## src/rtl/inspect_uart_pkg.sv

```systemverilog
// Shared types and constants for the inspect-word UART transmitter.
// INSPECT_UART_PARITY_EN adds the PARITY state (even parity, 8E1 frames).
package inspect_uart_pkg;

   localparam logic [7:0] ASCII_CR  = 8'h0D;
   localparam logic [7:0] ASCII_LF  = 8'h0A;
   localparam logic [7:0] ASCII_0   = 8'h30;
   localparam logic [7:0] ASCII_A   = 8'h41;
   localparam int         NUM_CHARS = 10;

   typedef enum logic [2:0] {
      IDLE,
      START,
      DATA,
`ifdef INSPECT_UART_PARITY_EN
      PARITY,
`endif
      STOP
   } state_e;

   typedef enum logic {
      CTL_IDLE,
      CTL_RUN
   } ctl_e;

   function automatic logic [7:0] nibble_to_hex(input logic [3:0] n);
      if (n < 4'd10) return ASCII_0 + {4'h0, n};
      return ASCII_A + {4'h0, n} - 8'd10;
   endfunction

endpackage

```

## src/rtl/inspect_uart_tx_if.sv

```systemverilog
// Requester-side bundle of the inspect UART: word, request, status and line.
interface inspect_uart_tx_if;
   logic [31:0] data_in;
   logic        send;
   logic        busy;
   logic        done;
   logic        tx;

   modport master (output data_in, send, input busy, done, tx);
   modport slave  (input data_in, send, output busy, done, tx);
endinterface

```

## src/rtl/uart_tx_byte.sv

```systemverilog
// Bit-level serializer: one frame per start, LSB first, registered tx.
// With INSPECT_UART_PARITY_EN an even-parity bit follows d7.
module uart_tx_byte
   import inspect_uart_pkg::*;
#(
   parameter int CLKS_PER_BIT = 434
) (
   input  logic       clk,
   input  logic       rst,
   input  logic [7:0] byte_in,
   input  logic       start,
   output logic       tx,
   output logic       byte_done
);

   localparam int CNT_W = (CLKS_PER_BIT > 1) ? $clog2(CLKS_PER_BIT) : 1;
   localparam logic [CNT_W-1:0] CNT_LAST = CNT_W'(CLKS_PER_BIT - 1);

   state_e           state_q, state_d;
   logic [CNT_W-1:0] cnt_q, cnt_d;
   logic [2:0]       bit_q, bit_d;
   logic             tx_q, tx_d;
   logic             last;

   always_ff @(posedge clk or posedge rst) begin
      if (rst) begin
         state_q <= IDLE;
         cnt_q   <= '0;
         bit_q   <= '0;
         tx_q    <= 1'b1;
      end else begin
         state_q <= state_d;
         cnt_q   <= cnt_d;
         bit_q   <= bit_d;
         tx_q    <= tx_d;
      end
   end

   always_comb begin
      last      = (cnt_q == CNT_LAST);
      state_d   = state_q;
      bit_d     = bit_q;
      byte_done = 1'b0;
      cnt_d     = last ? '0 : cnt_q + 1'b1;
      case (state_q)
         IDLE: begin
            cnt_d = '0;
            if (start) state_d = START;
         end
         START: if (last) state_d = DATA;
         DATA: begin
            if (last) begin
               bit_d = bit_q + 3'd1;
`ifdef INSPECT_UART_PARITY_EN
               if (bit_q == 3'd7) state_d = PARITY;
`else
               if (bit_q == 3'd7) state_d = STOP;
`endif
            end
         end
`ifdef INSPECT_UART_PARITY_EN
         PARITY: if (last) state_d = STOP;
`endif
         STOP: begin
            // Chaining straight into START keeps characters gap-free.
            if (last) begin
               byte_done = 1'b1;
               state_d   = start ? START : IDLE;
            end
         end
         default: state_d = IDLE;
      endcase
      if (state_d != state_q) cnt_d = '0;

      // tx is driven from the next state so the line changes on the edge itself.
      tx_d = 1'b1;
      case (state_d)
         START:   tx_d = 1'b0;
         DATA:    tx_d = byte_in[bit_d];
`ifdef INSPECT_UART_PARITY_EN
         PARITY:  tx_d = ^byte_in;
`endif
         default: tx_d = 1'b1;
      endcase
   end

   assign tx = tx_q;

endmodule

```

## src/rtl/inspect_uart_tx.sv

```systemverilog
// Sends a captured 32-bit inspect word as 8 hex ASCII chars plus CR LF.
// INSPECT_UART_PARITY_EN selects 8E1 framing in the serializer.
module inspect_uart_tx
   import inspect_uart_pkg::*;
#(
   parameter int CLK_FREQ_HZ = 50_000_000,
   parameter int BAUD        = 115200
) (
   input  logic             clk,
   input  logic             rst,
   inspect_uart_tx_if.slave bus
);

   localparam int CLKS_PER_BIT = CLK_FREQ_HZ / BAUD;
   localparam logic [3:0] LAST_IDX = 4'(NUM_CHARS - 1);

   ctl_e        ctl_q, ctl_d;
   logic [31:0] shadow_q, shadow_d;
   logic [3:0]  idx_q, idx_d;
   logic        done_q, done_d;
   logic        start;
   logic        byte_done;
   logic        tx_w;
   logic [7:0]  char_byte;
   logic [31:0] shifted;

   always_ff @(posedge clk or posedge rst) begin
      if (rst) begin
         ctl_q    <= CTL_IDLE;
         shadow_q <= '0;
         idx_q    <= '0;
         done_q   <= 1'b0;
      end else begin
         ctl_q    <= ctl_d;
         shadow_q <= shadow_d;
         idx_q    <= idx_d;
         done_q   <= done_d;
      end
   end

   always_comb begin
      ctl_d    = ctl_q;
      shadow_d = shadow_q;
      idx_d    = idx_q;
      done_d   = 1'b0;
      start    = 1'b0;
      case (ctl_q)
         CTL_IDLE: begin
            if (bus.send) begin
               shadow_d = bus.data_in;
               idx_d    = '0;
               start    = 1'b1;
               ctl_d    = CTL_RUN;
            end
         end
         CTL_RUN: begin
            if (byte_done) begin
               if (idx_q == LAST_IDX) begin
                  ctl_d  = CTL_IDLE;
                  done_d = 1'b1;
               end else begin
                  idx_d = idx_q + 4'd1;
                  start = 1'b1;
               end
            end
         end
         default: ctl_d = CTL_IDLE;
      endcase
   end

   // The serializer only reads the byte from DATA onward, by which time
   // shadow_q and idx_q already hold the values for that character.
   always_comb begin
      shifted = shadow_q << {idx_q[2:0], 2'b00};
      case (idx_q)
         4'd8:    char_byte = ASCII_CR;
         4'd9:    char_byte = ASCII_LF;
         default: char_byte = nibble_to_hex(shifted[31:28]);
      endcase
   end

   uart_tx_byte #(
      .CLKS_PER_BIT(CLKS_PER_BIT)
   ) u_byte (
      .clk       (clk),
      .rst       (rst),
      .byte_in   (char_byte),
      .start     (start),
      .tx        (tx_w),
      .byte_done (byte_done)
   );

   assign bus.tx   = tx_w;
   assign bus.busy = (ctl_q == CTL_RUN);
   assign bus.done = done_q;

endmodule

```

## src/flat_wrapper.sv

```systemverilog
// flat-port wrapper written by rule: the top's interface ports become plain ports
module inspect_uart_tx_flat import inspect_uart_pkg::*;
#(
   parameter int CLK_FREQ_HZ = 50_000_000,
   parameter int BAUD        = 115200
)
  (clk, rst, bus_data_in, bus_send, bus_busy, bus_done, bus_tx);
  inspect_uart_tx_if bus_i ();
  input  logic clk;
  input  logic rst;
  input wire logic [$bits(bus_i.data_in)-1:0] bus_data_in;
  input wire logic [$bits(bus_i.send)-1:0] bus_send;
  output wire logic [$bits(bus_i.busy)-1:0] bus_busy;
  output wire logic [$bits(bus_i.done)-1:0] bus_done;
  output wire logic [$bits(bus_i.tx)-1:0] bus_tx;
  assign bus_i.data_in = bus_data_in;
  assign bus_i.send = bus_send;
  assign bus_busy = bus_i.busy;
  assign bus_done = bus_i.done;
  assign bus_tx = bus_i.tx;
  inspect_uart_tx #(.CLK_FREQ_HZ(CLK_FREQ_HZ), .BAUD(BAUD)) u_core (.clk(clk), .rst(rst), .bus(bus_i));
endmodule
```

## config.mk

```make
export PLATFORM = sky130hd
export DESIGN_NAME = inspect_uart_tx_flat
export DESIGN_NICKNAME = d
export VERILOG_FILES = /design/src/rtl/inspect_uart_pkg.sv /design/src/rtl/inspect_uart_tx_if.sv /design/src/rtl/uart_tx_byte.sv /design/src/rtl/inspect_uart_tx.sv /design/src/flat_wrapper.sv
export SDC_FILE = /design/constraint.sdc
export NUM_CORES = 1
export LEC_CHECK = 0
export BUFFER_PORTS_ARGS = -buffer_cell sky130_fd_sc_hd__buf_2
export CORE_ASPECT_RATIO = 1.4
export CORE_MARGIN = 5
export CORE_UTILIZATION = 48
export CTS_CLUSTER_SIZE = 14
export DETAILED_ROUTE_END_ITERATION = 12
export PLACE_DENSITY = 0.68
export SLEW_MARGIN = 0
export SYNTH_ARGS = -nofsm -noshare
export SYNTH_HDL_FRONTEND = slang
export SYNTH_SLANG_ARGS = --single-unit
```

## constraint.sdc

```tcl
create_clock -name clk -period 2.7 [get_ports clk]
set_clock_uncertainty 0.15 [all_clocks]
set_input_delay 0.27 -clock clk [delete_from_list [all_inputs] [get_ports clk]]
set_output_delay 0.27 -clock clk [all_outputs]
set_load 0.01 [all_outputs]
```

* Yosys cells after proc, flatten, opt, wreduce, memory -nomap -nowiden
Index checks and enable logic that the tools add are counted.
W data, S select, Z words.
** Word-level totals
- Bits in registers :: 54
- Input bits :: 35
- Output and inout bits :: 3
- Word-level logic and storage cells :: 70
** Operators by class
- $add $sub $neg :: 6
- Order comparisons :: 2
- Equality and inequality tests :: 13
- Shift-type cells :: 1
- Multiplexer cells :: 35
- Bitwise gates (word level) :: 1
- Reductions and logical operators :: 4
** Operator list (count)
- $shl A32 B5 Y32 :: 1
- $mux W9 :: 3
- $mux W3 :: 7
- $mux W8 :: 2
- $pmux W8 S2 :: 1
- $mux W1 :: 13
- $mux W4 :: 3
- $pmux W3 S4 :: 1
- $add A9 B1 Y9 const B :: 1
- $eq A3 B2 Y1 const B :: 3
- $eq A9 B9 Y1 const B :: 1
- $add A7 B4 Y8 const A :: 1
- $eq A4 B4 Y1 const B :: 2
- $pmux W4 S2 :: 1
- $sub A8 B4 Y8 const B :: 1
- $add A6 B4 Y7 const A :: 1
- $eq A3 B1 Y1 const B :: 2
- $ne A2 B2 Y1 const B :: 3
- $pmux W1 S2 :: 3
- $add A4 B1 Y4 const B :: 1
- $lt A3 B4 Y1 const B :: 1
- $lt A4 B4 Y1 const B :: 1
- $add A3 B1 Y3 const B :: 1
- $bmux W1 S3 :: 1
- 7 further kinds :: 7

* Depth between registers and ports, before layout
- Depth in word-level cells :: 10
- Mapped depth :: 10
- Depth with buffers taken out :: 9

* Modules after synthesis
Synthesis repeated with hierarchy kept, for this count alone.
** Unflattened totals
- Cell total of the unflattened synthesis :: 292
- Area, all modules :: 2803.9 um^2
** By module, submodules not included
- inspect_uart_tx :: times used 1, cells each 205, area each 1938.1 um^2, sequential area each 950.9 um^2
- uart_tx_byte :: times used 1, cells each 87, area each 865.8 um^2, sequential area each 401.6 um^2

* Worst setup path after synthesis
Ideal clock, no wire load.
- Path type :: reg2reg
- From :: register u_core.idx_q[0]
- To :: register u_core.u_byte.tx_q (netlist: u_core.u_byte.tx)
- Library setup time :: 0.078 ns
- Arrival :: 2.254 ns
- Data required time :: 2.472 ns
- Path slack :: 0.218 ns
- Cell stages (with the launch flop) :: 9
- Path buffers :: 1
- Period minus slack after synthesis :: 2.482 ns
- Path through :: dfrtp_1 -> buf_6 -> mux4_2 -> mux2i_4 -> ha_1 -> nand4b_1 -> a2111oi_4 -> nor3_1 -> a41oi_2
** Between the ends
- Word-level cells in the longest chain between the ends :: 9
- Elaborated cells on any way between the ends :: 24
- Classes of those cells :: add/sub (3); order compare (1); eq/ne (4); shift (1); mux (15)
** RTL lines
- start: declaration :: RTL line inspect_uart_tx.sv:19 : logic [3:0] idx_q, idx_d;
- start signal: assignment :: RTL line inspect_uart_tx.sv:36 : idx_q <= idx_d;
- parallel branches: the longest is 8 deep, another holds $add A7 B4 Y8
- $pmux W1 S2 (*) :: RTL line uart_tx_byte.sv:77 : case (state_d)
- via u_core.u_byte.tx_d :: RTL line uart_tx_byte.sv:22 : logic tx_q, tx_d;
- end signal: assignment :: RTL line uart_tx_byte.sv:35 : tx_q <= tx_d;
- end: declaration :: RTL line uart_tx_byte.sv:22
Mark *: on every way through the listed nets, which the timed path passes. The select of a mux whose other input is x is not followed.
A chain may end at the register's enable or synchronous reset.

* Final worst setup path
Ends and elaborated chain as after synthesis.

==> metrics.csv <==
stage,metric,value,unit
cts,htreeDepth,2,
detailed_routing,postRouteAntennaNets,0,
synthesis,yosys_warnings,0,
cells_and_area,final_cells,342,
power,peakVddDrop,0.3294,mV
sta,fin_crit,2.507,ns
floorplanning,ios,38,
synthesis,async_reset_ff_share,100.0,%
synthesis,yosysUniqueCellTypes,53,
sta,drv_slew,0,
sta,post-route-period-util,92.84,%
cts,clockBufferDepth,2,
sta,setup_violations,0,
detailed_routing,via_count,1871,
global_route,antenna_found_initial,0,
synthesis,avgSynthCellArea,12.65,um^2
worst_setup_path,worst-setup-path-type,flip-flop to flip-flop,
cells_and_area,register_area,0.001354,mm^2
cells_and_area,fin_nets,314,
detailed_routing,wirelength,5031,um
power,power_density,533.5,mW/mm^2
global_route,grt_pass1_wl,9052,um
synthesis,syn_area,0.002846,mm^2
placement,place_area,0.003156,mm^2
cts,postCtsSetupBuffers,0,
placement,port_buffers,37,
synthesis,yosysSeqAreaShare,47.52,%
sta,clock.fmax,0.3989,GHz
synthesis,ys_seq_elements,54,
cells_and_area,multi_input_area,0.001420,mm^2
cells_and_area,fillers,474,
global_route,grt_util_all_layers,15.18,%
floorplanning,placementRows,33,
cells_and_area,diodes,0,
synthesis,synth_edf_count,0,
flow_run,drv_cap,0,
worst_setup_path,arrival,2.59,ns
worst_setup_path,cp-end-kind,flip-flop,
synthesis,ys.flop_type,dfrtp_1,
global_route,grt_pass1_vias,1991,
cts,cts_tree,yes,
detailed_routing,drc,0,
worst_setup_path,worstPathRequired,2.78,ns
floorplanning,core-area,0.005822,mm^2
detailed_routing,vias_per_cell,5.471,
floorplanning,die_x,75.09,um
sta,hold_ws,0.03574,ns
floorplanning,die_area,0.007592,mm^2
global_route,grt_overflow,0,
placement,hpwl,3841,um
synthesis,netlist_instances,225,
floorplanning,die_y,101.1,um
min_path,hp-class,input port to flip-flop,
cts,cts.clk_slew.worst_paths,0.09,ns
global_route,grt_max_degree,55,
power,p_leak,0.001455,uW
cts,clk_latency,0.30,ns
worst_setup_path,cp_max_fo,8,
detailed_routing,first_pass_iters,4,
detailed_routing,detail_route.iter0.violations,54,
detailed_routing,wire_per_inst,14.71,um
cells_and_area,finish.utilization,56.29,%
cells_and_area,syn2layout_area_growth,15.12,%
worst_setup_path,start_kind,flip-flop,
placement,dp.cells,333,
run_status,status,completed,
cells_and_area,drive_gt1_share,39.34,%
cts,cts_made_buffers,5,
cells_and_area,fin_area,0.003277,mm^2
sta,hold_viol,0,
sta,tns,0,ns
floorplanning,initial_utilization,48.89,%
synthesis,synth_fp_nets,268,
placement,gp_congestion,0.7754,
cts,cts_sinks,54,
sta,rsz0062_at_grt,no,
cts,cts_root_buf,clkbuf_8,
-- synthesized netlist by cell type, types with 3 or more instances --
master	number	share of area (%)
o21ai_0	6	1.1
mux4_1	3	2.8
clkbuf_1	5	0.66
a211oi_1	3	0.79
nand3_1	6	1.1
nor2_1	18	2.4
inv_1	6	0.79
nand2_1	14	1.8
mux2i_1	3	1.1
ha_1	8	3.5
a31oi_1	3	0.66
mux2_2	33	13
xor2_1	5	1.5
xnor2_1	4	1.2
dfrtp_1	53	47
mux4_2	5	4.0
-- registers in the layout, indices dropped and copies added (netlist names) --
name                   cells
u_core.u_byte.state_q      3
u_core.shadow_q           32
u_core.idx_q               4
u_core.u_byte.bit_q        3
u_core.u_byte.cnt_q        9
u_core.bus.done            1
u_core.bus.busy            1
u_core.u_byte.tx           1
-- cell usage in the layout (no fill, tap or decap), types with 2 or more instances in the layout --
cell / netlist / final
dfrtp_1: 53 / 52
buf_2: 1 / 37
mux2_2: 33 / 33
nor2_1: 18 / 18
nand2_1: 14 / 14
buf_4: 0 / 9
ha_1: 8 / 8
nand3_1: 6 / 6
o21ai_0: 6 / 6
inv_1: 6 / 5
xor2_1: 5 / 5
mux4_2: 5 / 5
clkbuf_8: 0 / 5
xnor2_1: 4 / 4
a31oi_1: 3 / 3
mux4_1: 3 / 3
mux2i_1: 3 / 3
a211oi_1: 3 / 3
and4_1: 2 / 2
and2_1: 2 / 2
or3_1: 2 / 2
a21oi_1: 2 / 2
mux2i_4: 2 / 2
nand3b_1: 2 / 2
nand4_1: 2 / 2
or4_1: 2 / 2
and2b_1: 2 / 2
o21ai_1: 2 / 2
a311oi_1: 2 / 2
-- layout make-up --
cell class	instances	area share [%]
Sequential cell	54	41.31
Tap cell	70	2.673
Clock buffer	6	2.215
Timing Repair Buffer	48	8.629
Inverter	6	0.6873
Multi-Input combinational cell	156	43.34
Clock inverter	2	1.145
-- logic make-up (layout without fill, tap and decap cells) --
family          count (synthesis)  count (layout)  synth area share (%)
compound gates                 27              27                 7.342
xor+xnor                        9               9                 2.769
fa+ha+maj                       8               8                 3.517
buf+inv                        15              62                 2.681
flops                          54              54                 47.52
mux                            47              47                 22.95
other cells                     1               1                0.1317
simple gates                   64              64                 13.10
-- critical path, cell delays in order (launching register included) --
cell and delay, ns:
dfrtp_2 0.51, buf_4 0.20, mux4_2 0.54, mux2i_4 0.24, nand4b_1 0.19, a2111oi_4 0.33, nor3_1 0.10, a41oi_2 0.16
-- repair_timing --
item                                    4_1_cts  5_1_grt
hold endpoints to repair                     53        0
endpoints found under the setup margin        0        1
hold buffers                                  1        0
resized for setup                             0        1
-- metal layers --
metal  track usage [%]  routed length (um)  vias up
met5                 0                   0        -
met1             20.01                2118      919
met2             25.44                2654       29
li1                  -                   -      915
met3             2.695                 192        8
met4             4.247                  65        0
-- stage by stage --
step           worst slack, ns  total power (uW)
3_5_place_dp           0.06022              1231
3_3_place_gp            0.1533              1225
5_1_grt                0.04439              1841
2_1_floorplan           0.2181              1142
6_report                0.1934              1748
4_1_cts                0.03044              1771
-- path summary, 6_finish.rpt --
path                                                   from                          endpoint  slack, ns  depth (start not counted)
hold reg to reg            u_core.u_byte.cnt_q[0]$_DFF_PP0_  u_core.u_byte.cnt_q[0]$_DFF_PP0_       0.35                          1
max in group asynchronous                               rst        u_core.u_byte.tx$_DFF_PP1_       1.73                          4
min in group asynchronous                               rst   u_core.shadow_q[30]$_DFFE_PP0P_       0.40                          4
setup / recovery                u_core.idx_q[0]$_DFFE_PP0P_        u_core.u_byte.tx$_DFF_PP1_       0.19                          7
hold / removal                                     bus_send         u_core.bus.busy$_DFF_PP0_       0.04                          3
setup reg to reg                u_core.idx_q[0]$_DFFE_PP0P_        u_core.u_byte.tx$_DFF_PP1_       0.19                          7
-- power by group --
group          total [uW]  internal, uW  leakage (uW)  switching (uW)
Sequential            919           871      0.000681            48.0
Combinational         294           171      0.000722             123
Clock                 536           277     0.0000514             259
Power figures use the tool's default switching activity.
